`src/rtl/pe_context_sequencer.sv`:
```
// Context sequencer for a PE: loads a program of context words into a small
// memory, then replays it to the PE configuration port for loop_count passes.
module pe_context_sequencer #(
  parameter int ContextWidth = 22,
  parameter int Depth        = 16,
  parameter int AddrWidth    = 4
) (
  input  logic                    clk,
  input  logic                    rst,
  input  logic                    cfg_in_valid,
  output logic                    cfg_in_ready,
  input  logic [ContextWidth-1:0] cfg_in_data,
  input  logic                    cfg_in_last,
  input  logic                    start,
  input  logic [15:0]             loop_count,
  output logic [ContextWidth-1:0] configuration,
  output logic                    busy,
  output logic                    done,
  output logic                    overflow
);

  typedef enum logic [1:0] {
    S_IDLE,
    S_LOAD,
    S_RUN,
    S_DONE
  } state_e;

  localparam logic [AddrWidth-1:0] LastAddr = AddrWidth'(Depth - 1);

  state_e                  state_q, state_d;
  logic [AddrWidth-1:0]    wr_ptr_q, wr_ptr_d;
  logic [AddrWidth-1:0]    rd_ptr_q, rd_ptr_d;
  logic [AddrWidth:0]      num_ctx_q, num_ctx_d;
  logic [15:0]             pass_q, pass_d;
  logic [ContextWidth-1:0] cfg_q, cfg_d;
  logic                    ovf_q, ovf_d;

  logic [ContextWidth-1:0] mem [Depth];

  logic                    beat;
  logic                    mem_we;
  logic                    fetch;
  logic [AddrWidth-1:0]    load_addr;
  logic [AddrWidth-1:0]    last_rd;

  assign cfg_in_ready = (state_q == S_IDLE) || (state_q == S_LOAD);
  assign beat         = cfg_in_valid && cfg_in_ready;
  // A beat arriving in IDLE always starts a fresh program at entry 0.
  assign load_addr    = (state_q == S_IDLE) ? '0 : wr_ptr_q;
  assign last_rd      = AddrWidth'(num_ctx_q - (AddrWidth + 1)'(1));

  assign configuration = cfg_q;
  assign busy          = (state_q == S_LOAD) || (state_q == S_RUN);
  assign done          = (state_q == S_DONE);
  assign overflow      = ovf_q;

  always_comb begin
    // NOTE: every signal gets a default first so no path through the case leaves it unassigned (no latch).
    state_d   = state_q;
    wr_ptr_d  = wr_ptr_q;
    rd_ptr_d  = rd_ptr_q;
    num_ctx_d = num_ctx_q;
    pass_d    = pass_q;
    ovf_d     = ovf_q;
    cfg_d     = cfg_q;
    mem_we    = 1'b0;
    fetch     = 1'b0;

    case (state_q)
      S_IDLE, S_LOAD: begin
        if (beat) begin
          mem_we = 1'b1;
          if (state_q == S_IDLE) ovf_d = 1'b0;
          if (cfg_in_last) begin
            num_ctx_d = {1'b0, load_addr} + (AddrWidth + 1)'(1);
            wr_ptr_d  = '0;
            state_d   = S_IDLE;
          end else if (load_addr == LastAddr) begin
            num_ctx_d = (AddrWidth + 1)'(Depth);
            ovf_d     = 1'b1;
            wr_ptr_d  = '0;
            state_d   = S_IDLE;
          end else begin
            wr_ptr_d = load_addr + AddrWidth'(1);
            state_d  = S_LOAD;
          end
        end else if (state_q == S_IDLE && start &&
                     num_ctx_q != '0 && loop_count != 16'd0) begin
          state_d  = S_RUN;
          rd_ptr_d = '0;
          pass_d   = loop_count;
          fetch    = 1'b1;
        end
      end
      S_RUN: begin
        if (rd_ptr_q == last_rd) begin
          if (pass_q == 16'd1) begin
            pass_d  = 16'd0;
            state_d = S_DONE;
          end else begin
            rd_ptr_d = '0;
            pass_d   = pass_q - 16'd1;
            fetch    = 1'b1;
          end
        end else begin
          rd_ptr_d = rd_ptr_q + AddrWidth'(1);
          fetch    = 1'b1;
        end
      end
      S_DONE: state_d = S_IDLE;
      default: state_d = S_IDLE;
    endcase

    // configuration is only refreshed when a new entry is due; otherwise it holds.
    if (fetch) cfg_d = mem[rd_ptr_d];
  end

  // NOTE: sequential state uses non-blocking assignments so all registers update together at the edge.
  always_ff @(posedge clk) begin
    if (rst) begin
      state_q   <= S_IDLE;
      wr_ptr_q  <= '0;
      rd_ptr_q  <= '0;
      num_ctx_q <= '0;
      pass_q    <= 16'd0;
      cfg_q     <= '0;
      ovf_q     <= 1'b0;
    end else begin
      state_q   <= state_d;
      wr_ptr_q  <= wr_ptr_d;
      rd_ptr_q  <= rd_ptr_d;
      num_ctx_q <= num_ctx_d;
      pass_q    <= pass_d;
      cfg_q     <= cfg_d;
      ovf_q     <= ovf_d;
    end
  end

  // NOTE: the memory has no reset; num_ctx=0 after reset keeps stale contents from ever being played.
  always_ff @(posedge clk) begin
    if (mem_we && !rst) mem[load_addr] <= cfg_in_data;
  end

endmodule

```
`config.mk`:
```
export PLATFORM = sky130hd
export DESIGN_NAME = pe_context_sequencer
export DESIGN_NICKNAME = d
export VERILOG_FILES = /design/src/rtl/pe_context_sequencer.sv
export SDC_FILE = /design/constraint.sdc
export NUM_CORES = 1
export LEC_CHECK = 0
export ABC_CLOCK_PERIOD_IN_PS = 4100
export CORE_MARGIN = 2
export CORE_UTILIZATION = 41
export DETAILED_ROUTE_END_ITERATION = 6
export PLACE_DENSITY = 0.61
export SYNTH_ARGS = -nofsm -noshare
export SYNTH_HDL_FRONTEND = slang
export SYNTH_SLANG_ARGS = --single-unit
```
`constraint.sdc`:
```
create_clock -name clk -period 4.1 [get_ports clk]
set_clock_uncertainty 0.15 [all_clocks]
set_input_delay 0.82 -clock clk [delete_from_list [all_inputs] [get_ports clk]]
set_output_delay 0.82 -clock clk [all_outputs]
set_load 0.03 [all_outputs]
```
==> metrics, run 1 <==
internal cell power 8.329 mW; synthesized area 16480 sq um; Yosys Warn Count 0; Rows 73; Post-DP HPWL between 20000 and 25000 um; Least-Margin Pin Slew 0.8826 ns; Congestion Overflow GR 0; CTS resizes 0; max-slew violations 0; footprint of the multi-input gates between 4000 and 5000 sq um; post-DR wirelength/cell 21.71 um; Worst EP required about 4.4 ns; slowest cell on the critical path nor3_4; synthesized area per cell 15.68 sq um; Peak VDD IR 369.5 uV; setup tns final 0 ns; Root Buffer Master clkbuf_16; slowest stage delay, CP roughly 0.73 ns; port bufs 68; reg2reg setup slack 0.37 ns; worst flop-to-flop path endpoint configuration[20]; leak pwr 7.221 nW; n_diodes 0; Gate power share 27.9%; Placer Congestion roughly 0.78; worst slack, placed 0.003857 ns; Area contributors post-synth edfxtp_1, mux2i_1, dfxtp_1; syn nets roughly 1100; WP data arrival 4.03 ns; layout cells sized above 1 13.58%; initial antenna violation count 0; Max-Cap Viols 0; Setup-failing EPs final 0; slew margin rel. about two fifths; antenna-violating nets left 0; Clock Pin Slew Worst Setup and Hold Paths 0.06 ns; HP Start configuration[19]; via count 9371; sequential fraction of the synthesis area a little over two thirds; CTS Hold Buffers Added 0; Hold Crit Depth 2; P_sw between 3 and 4 mW; Storage cell area 11650 sq um; EDFF count, synth between 300 and 400; placed cell count 1631; H-tree lvl count 2; number of remaining DRC errors 0; Pre-antenna DRT Iters 5; core area 39730 sq um; crit share post-route slightly above 90%; WL final 37140 um; Synth Flop Type edfxtp_1; Die ar. 41820 sq um; vias in the first global route between 9000 and 10000; Syn-to-layout area delta 17.98%; starting DRC count in detailed routing 698; clock buffer depth 3; worst r2r path cells 10; RR Startpoint num_ctx_q[0]; Buf/Inv on CP 2; FMAX 267.9 MHz; worst setup margin 0.3671 ns; DIE WIDTH between 200 and 250 um; run status completed; TritonCTS Buffers 43; synth unique cells between 50 and 60; unrepaired setup endpoints after global routing false; Initial Utilization between 40% and 50%; Largest delay share family, worst path simple AND/OR/NAND/NOR gates; Setup Crit Path Kind flop to flop; ys async rst share 0%; IO Count 69; Final Hold Viols 0; height of the die 204.5 um; layout filler cell count 3400; worst-path fanout max 49; Placement Cell Area approximately 18000 sq um; TritonCTS clock tree done; setup bufs post-CTS 0; minimum clock period 3.733 ns; Hold EP configuration[19]; total track usage 18.18%; Via density 5.477; post-route cell area 19450 sq um; total power per unit cell area 615.9 nW/um^2; crit end category flop; Synth area leader edfxtp_1; startpoint types flop; # clock sinks 406; first-pass GRT wire length 56860 um; top-area cell type share of the netlist area ~64%; clock latency on the worst-skew pair 0.57 ns; HP Class flop to flop; flops & latches, synth 406; fin cells 1711; largest net degree at the start of global routing 50; Mapped Cells 1051; fin nets 1206; Tot Pwr 11.98 mW; crit-path cells inv_1 > ha_1 > xnor3_1 > and3_1 > and4_1 > nor3_4 > buf_12 > mux4_2 > a22oi_1 > nand3_1; Seq pwr share 40.4%; Net Sw Frac 30.46%; Clock power frac 31.7%
-- Yosys cell counts, types with 7 or more instances --
cell        n
inv_1      24
clkbuf_1   24
o21ai_0    22
a221o_1    20
ha_1       12
nand2_1    45
buf_2      20
edfxtp_1  352
nand3_1    30
buf_4       8
nor4_1      8
a22oi_1    51
and2_1      7
mux4_2     22
a21oi_1    35
mux2i_1   151
dfxtp_1    54
nor2_1     69
-- through the flow --
step / hold WS, ns / utilization, %
after CTS: 0.3295 / 48.94
after global routing: 0.3559 / 48.94
after global placement: 0.3045 / 45.42
after floorplan: 0.3078 / -
final: 0.3261 / 48.94
after detailed placement: 0.3160 / 45.42
-- cell usage in the layout, fill, tap and decap left out, types with 7 or more instances in the layout --
cell type | netlist | layout
nor2_1 | 69 | 52
clkbuf_1 | 24 | 12
a21oi_1 | 35 | 35
and2_1 | 7 | 7
nand2_1 | 45 | 45
clkinv_2 | 0 | 12
a22oi_1 | 51 | 50
dfxtp_1 | 54 | 54
mux2i_1 | 151 | 151
clkdlybuf4s50_1 | 0 | 68
clkbuf_16 | 0 | 43
a221o_1 | 20 | 20
nor4_1 | 8 | 8
inv_1 | 24 | 24
edfxtp_1 | 352 | 352
mux4_2 | 22 | 22
buf_12 | 0 | 9
nand3_1 | 30 | 30
buf_4 | 8 | 34
ha_1 | 12 | 12
o21ai_0 | 22 | 22
nor2_2 | 0 | 15
-- power groups by stage --
stage	combinational (mW)	sequential, mW	clock [mW]
CTS	3.37	4.84	3.89
detailed placement	3.36	4.92	0
finish	3.34	4.83	3.80
global placement	3.32	4.92	0
floorplan	2.24	5.06	0
global route	3.62	4.86	4.05
-- flip-flops by register name, indices dropped and copies added, names as in the netlist --
| signal | flops |
|---|---|
| wr_ptr_q | 4 |
| pass_q | 16 |
| overflow | 1 |
| state_q | 2 |
| num_ctx_q | 5 |
| rd_ptr_q | 4 |
| mem | 352 |
| configuration | 22 |
-- area by class of cell --
class	count	area share [%]
inverters	24	0.4633
well taps	525	3.378
flip-flops and latches	406	59.92
repair buffers	111	5.739
multi-input cells	565	23.30
clock inverters	21	1.158
clock buffers	59	6.048
-- metal layers --
metal  wire length (um)  up-vias  share of wire (%)  global-route usage, %
met3               1845       54                5.0                  3.627
met1              16300     4794                 44                  23.87
met5                  0        -                  0                      0
li1                   -     4321                  -                      -
met2              18290      202                 49                  30.69
met4                700        0                1.9                  5.176
-- cells by family (layout without fill, tap and decap cells) --
group	Yosys count	after routing	synth area share, %
AND/OR/NAND/NOR	203	203	5.944
XOR/XNOR	12	12	0.7211
AO/OA/AOI/OAI	165	165	7.272
adder cells (fa/ha/maj)	12	12	0.9109
multiplexers	173	173	12.18
buffers and inverters	80	215	2.292
flip-flops	406	406	70.68
-- worst max-delay path by stage --
stage	to	slack (ns)	startpoint	cells past startpoint
6_report	configuration[20]	0.37	num_ctx_q[0]	10
5_1_grt	configuration[7]	0.16	num_ctx_q[0]	10
4_1_cts	configuration[7]	0.37	num_ctx_q[0]	10
3_5_place_dp	configuration[3]	0.004	start	10
3_3_place_gp	configuration[1]	0.06	start	10
2_1_floorplan	mem[7][0]	0.90	state_q[0]	10
-- worst min-delay path: stages (launching register included) --
cell,delay (ns)
dfxtp_1,0.34
nand2_1,0.05
nand4_1,0.05
No activity file was read; power rests on OpenSTA's default activity.
==> inputs of run 2 (changes only) <==
- SLEW_MARGIN: not set -> 20
==> results of run 2 <==
Same layout as run 1: the final DEF is identical, and so are final timing and power.
==> inputs of run 3 (changes only) <==
- SLEW_MARGIN: 20 -> not set
==> results of run 3 <==
Same layout as run 1: the final DEF is identical, and so are final timing and power.
